===== config.mk =====
export PLATFORM = sky130hd
export DESIGN_NAME = scan_mux
export DESIGN_NICKNAME = d
export VERILOG_FILES = /design/src/rtl/scan_mux.sv
export SDC_FILE = /design/constraint.sdc
export NUM_CORES = 1
export LEC_CHECK = 0
export ABC_AREA = 1
export CORE_MARGIN = 2
export CORE_UTILIZATION = 35
export CTS_CLUSTER_DIAMETER = 80
export DETAILED_ROUTE_END_ITERATION = 12
export PLACE_DENSITY_LB_ADDON = 0.3
export RECOVER_POWER = 25
export SYNTH_ARGS = -nofsm -noshare
export SYNTH_HDL_FRONTEND = slang
export SYNTH_SLANG_ARGS = --single-unit

===== constraint.sdc =====
create_clock -name clk -period 2.1 [get_ports clk]
set_input_delay 0.42 -clock clk [delete_from_list [all_inputs] [get_ports clk]]
set_output_delay 0.42 -clock clk [all_outputs]
set_load 0.02 [all_outputs]

===== src/rtl/scan_mux.sv =====
// Registered N-channel valid/ready multiplexer with manual select or round-robin scan.
// Optional registered one-hot channel output when SCAN_MUX_ONEHOT_EN is defined.
module scan_mux #(
  parameter int WIDTH    = 8,
  parameter int CHANNELS = 4,
  parameter int SEL_W    = $clog2(CHANNELS)
) (
  input  logic                      clk,
  input  logic                      reset,
  input  logic [CHANNELS*WIDTH-1:0] in_data,
  input  logic [CHANNELS-1:0]       in_valid,
  output logic [CHANNELS-1:0]       in_ready,
  input  logic                      mode,
  input  logic [SEL_W-1:0]          sel,
  input  logic                      sel_load,
  output logic [WIDTH-1:0]          out_data,
  output logic [SEL_W-1:0]          out_chan,
  output logic                      out_valid,
`ifdef SCAN_MUX_ONEHOT_EN
  output logic [CHANNELS-1:0]       out_chan_onehot,
`endif
  input  logic                      out_ready
);

  logic [SEL_W-1:0]    cur_reg;
  logic [SEL_W-1:0]    cur_next;
  logic [SEL_W-1:0]    cur_inc;
  logic [CHANNELS-1:0] cur_hot;
  logic                cur_valid;
  logic [WIDTH-1:0]    cur_data;
  logic                room;
  logic                capture;
  logic                sel_ok;
  logic                advance;

  assign room = !out_valid || out_ready;

  genvar gi;
  generate
    for (gi = 0; gi < CHANNELS; gi++) begin : g_chan
      assign cur_hot[gi]  = (cur_reg == SEL_W'(gi));
      // Held low during reset even though room is already true then.
      assign in_ready[gi] = cur_hot[gi] && room && !reset;
    end
  endgenerate

  always_comb begin
    cur_data = '0;
    for (int i = 0; i < CHANNELS; i++) begin
      if (cur_hot[i]) cur_data = cur_data | in_data[i*WIDTH +: WIDTH];
    end
  end

  assign cur_valid = |(in_valid & cur_hot);
  assign capture   = |(in_valid & in_ready);

  // Out-of-range select values are ignored so cur never points past the last channel.
  assign sel_ok  = sel_load && ({1'b0, sel} < (SEL_W+1)'(CHANNELS));
  assign advance = mode && (capture || !cur_valid);
  assign cur_inc = (cur_reg == SEL_W'(CHANNELS-1)) ? '0 : cur_reg + SEL_W'(1);

  always_comb begin
    cur_next = cur_reg;
    if (sel_ok)       cur_next = sel;
    else if (advance) cur_next = cur_inc;
  end

  always_ff @(posedge clk or posedge reset) begin
    if (reset) cur_reg <= '0;
    else       cur_reg <= cur_next;
  end

  always_ff @(posedge clk or posedge reset) begin
    if (reset) begin
      out_data  <= '0;
      out_chan  <= '0;
      out_valid <= 1'b0;
    end else if (capture) begin
      out_data  <= cur_data;
      out_chan  <= cur_reg;
      out_valid <= 1'b1;
    end else if (room) begin
      out_valid <= 1'b0;
    end
  end

`ifdef SCAN_MUX_ONEHOT_EN
  always_ff @(posedge clk or posedge reset) begin
    if (reset)        out_chan_onehot <= '0;
    else if (capture) out_chan_onehot <= cur_hot;
    else if (room)    out_chan_onehot <= '0;
  end
`endif

endmodule


==> results.json <==
{
  "antenna_found_initial": 0,
  "ioPinCount": 58,
  "slew_violations": 0,
  "synth-seq-cells": 13,
  "grtUsageTotal_pct": 17.6,
  "end_kind": "primary output",
  "r2r_cells": 10,
  "timing.critical_path.from": "reset",
  "synthToLayoutAreaGrowth_pct": 62.9,
  "die-width_um": 56.8,
  "gp_congestion": 0.762,
  "period_share_pct": 95.7,
  "yosys_warnings": 0,
  "worst_pin_slew_ns": 0.512,
  "vias_per_cell": 4.84,
  "post-place-ws_ns": -0.178,
  "cpPeakStageDelay_ns": 0.60,
  "power.density_mw_per_mm2": 1110,
  "dr.first_iter.drc_count": 28,
  "critPathLaunchType": "input port",
  "routed_wl_um": 2700,
  "grt_max_degree": 14,
  "start_util_pct": 36.0,
  "arrival_ns": 1.59,
  "crit_fanout": 5,
  "fin_util_pct": 58.6,
  "ctsHtreeMaxLevel": 1,
  "cts_tree": "done",
  "place_area_mm2": 0.00157,
  "fin_tns_setup_ns": 0,
  "drc": 0,
  "vias": 1046,
  "fin_ws_ns": 0.0905,
  "netlist_area_um2": 975,
  "stdcell_count": 216,
  "placed_cells_incl_taps": 212,
  "cp_slowest_cell": "dlygate4sd3_1",
  "cts_buffer_depth": 2,
  "cpLargestDelayFamily": "buffers and inverters",
  "clockRootBuffer": "clkbuf_4",
  "hold_viol": 0,
  "largest_register_ffs": 8,
  "path_depth": 3,
  "crit_type": "input port to primary output",
  "min_path_type": "flop to flop",
  "multi_input_area_um2": 528,
  "layout_common_cells": "clkdlybuf4s50_1 (52), nand2_1 (44), dfrtp_1 (13)",
  "wl_per_cell_um": 12.5,
  "grt.overflow.total": 0,
  "setup_viol": 0,
  "postCtsHoldBufs": 0,
  "fillCellCount": 255,
  "timing.rr.end": "out_data[7]$_DFFE_PP0P_",
  "p_leak_nw": 0.745,
  "rsz0062_at_grt": "false",
  "seq_area_um2": 325,
  "synth_area_per_cell_um2": 7.99,
  "finClkSkew_ns": 0.0115,
  "postLayoutCellArea_mm2": 0.00159,
  "layout_commonest_cell": "clkdlybuf4s50_1",
  "grt_pass1_wl_um": 4440,
  "nNetsFinal": 233,
  "critPathCapture": "in_ready[1]",
  "path_buf_inv": 2,
  "cts.sinks": 13,
  "maxSlewHeadroom_pct": 65.8,
  "ant_nets": 0,
  "io_buffers": 57,
  "insertion_delay_ns": 0.28,
  "grt_pass1_vias": 1030,
  "synth.top_cell.area_share_pct": 33.4,
  "ys_seq_area_share_pct": 33.4,
  "syn_inst": 122,
  "yosysUniqueCellTypes": 20,
  "cap_violations": 0,
  "dp_hpwl_um": 2130,
  "min_period_ns": 2.01,
  "path_cells": "dlygate4sd3_1 -> nor3_1 -> clkdlybuf4s15_1",
  "firstDrtPassIters": 3,
  "ff2ff_setup_slack_ns": 0.50,
  "synth_top_area_cell": "dfrtp_1",
  "rows": 19,
  "fp.dieH_um": 56.8,
  "numCtsBuffers": 3,
  "fmax_ghz": 0.498,
  "n_antenna_cell": 0,
  "irDropWorstVdd_mv": 0.596,
  "required_ns": 1.68,
  "syn-num-nets": 169,
  "die_area_mm2": 0.00322,
  "r2r_start": "cur_reg[0]$_DFFE_PP0P_",
  "outcome": "complete, no violations",
  "clkTransAtPathRegs_ns": 0.07,
  "core_mm2": 0.00271,
  "layout-drive-gt1-share_pct": 19.5,
  "synth_area_leaders": "dfrtp_1 (33%), nand2_1 (17%), buf_6 (8.1%), o21ai_2 (8.1%), a221oi_1 (7.2%)"
}
-- where the power goes --
group | internal [mW] | total, mW | switching (mW)
combinational | 0.536 | 1.17 | 0.638
clock | 0.0738 | 0.156 | 0.0823
sequential | 0.362 | 0.427 | 0.0657
total | 0.972 | 1.76 | 0.786
-- cells in the mapped netlist --
cell type and count:
nand2_2 8, inv_1 7, nand3_1 5, dfrtp_1 13, nand4_1 1, o21ai_2 9
nor2_2 1, inv_4 2, nor3_1 4, inv_2 1, nor2_4 1, nand2_1 44
a221oi_1 8, buf_6 7, nand2_4 1, o21ai_1 1, nand3_2 1, nor2_1 3
ha_1 4, o31ai_1 1
-- how the worst min path moves through the flow --
stage | from | end | slack [ns] | depth (start not counted)
6_report | out_data[4]$_DFFE_PP0P_ | out_data[4]$_DFFE_PP0P_ | 0.48 | 2
3_5_place_dp | out_data[3]$_DFFE_PP0P_ | out_data[3]$_DFFE_PP0P_ | 0.47 | 2
5_1_grt | out_data[3]$_DFFE_PP0P_ | out_data[3]$_DFFE_PP0P_ | 0.51 | 2
2_1_floorplan | reset | cur_reg[0]$_DFFE_PP0P_ | 0.42 | 2
4_1_cts | out_data[3]$_DFFE_PP0P_ | out_data[3]$_DFFE_PP0P_ | 0.49 | 2
3_3_place_gp | out_data[1]$_DFFE_PP0P_ | out_data[1]$_DFFE_PP0P_ | 0.46 | 2
-- through the flow --
step	hold WS (ns)	total power [mW]
after floorplan	0.422	1.21
after global placement	0.465	1.61
after detailed placement	0.470	1.63
after CTS	0.489	1.79
after global routing	0.505	1.90
final	0.484	1.76
-- worst min-delay path, stage by stage (launching register included) --
cell and delay, ns:
dfrtp_1 0.34, nand2_1 0.06, o21ai_2 0.05
-- layout make-up --
| class | instances | area share (%) |
|---|---|---|
| well taps | 31 | 2.44 |
| flip-flops and latches | 13 | 20.5 |
| clock buffers | 4 | 1.65 |
| repair buffers | 66 | 39.5 |
| multi-input cells | 92 | 33.3 |
| inverters | 10 | 2.68 |
-- cell families (layout without fill, tap and decap cells) --
group | count (synthesis) | after routing | share of synthesized area, %
fa+ha+maj | 4 | 4 | 5.13
buf+inv | 17 | 80 | 12.5
flops | 13 | 13 | 33.4
simple gates | 69 | 69 | 32.5
compound gates | 19 | 19 | 16.6
-- what timing repair did --
item	CTS	global route
endpoints found under the hold margin	0	0
endpoints found under the setup margin	4	2
resized for setup	4	4
buffers inserted	0	0
-- layer usage --
metal | share of wire (%) | global-route usage (%) | wire [um] | up-vias
met3 | 7.8 | 6.22 | 210 | 6
met4 | 2.0 | 5.98 | 53 | 0
met5 | 0 | 0 | 0 | -
met2 | 51 | 32.2 | 1380 | 35
li1 | - | - | - | 529
met1 | 39 | 18.4 | 1050 | 476
No activity file was read; power rests on OpenSTA's default activity.
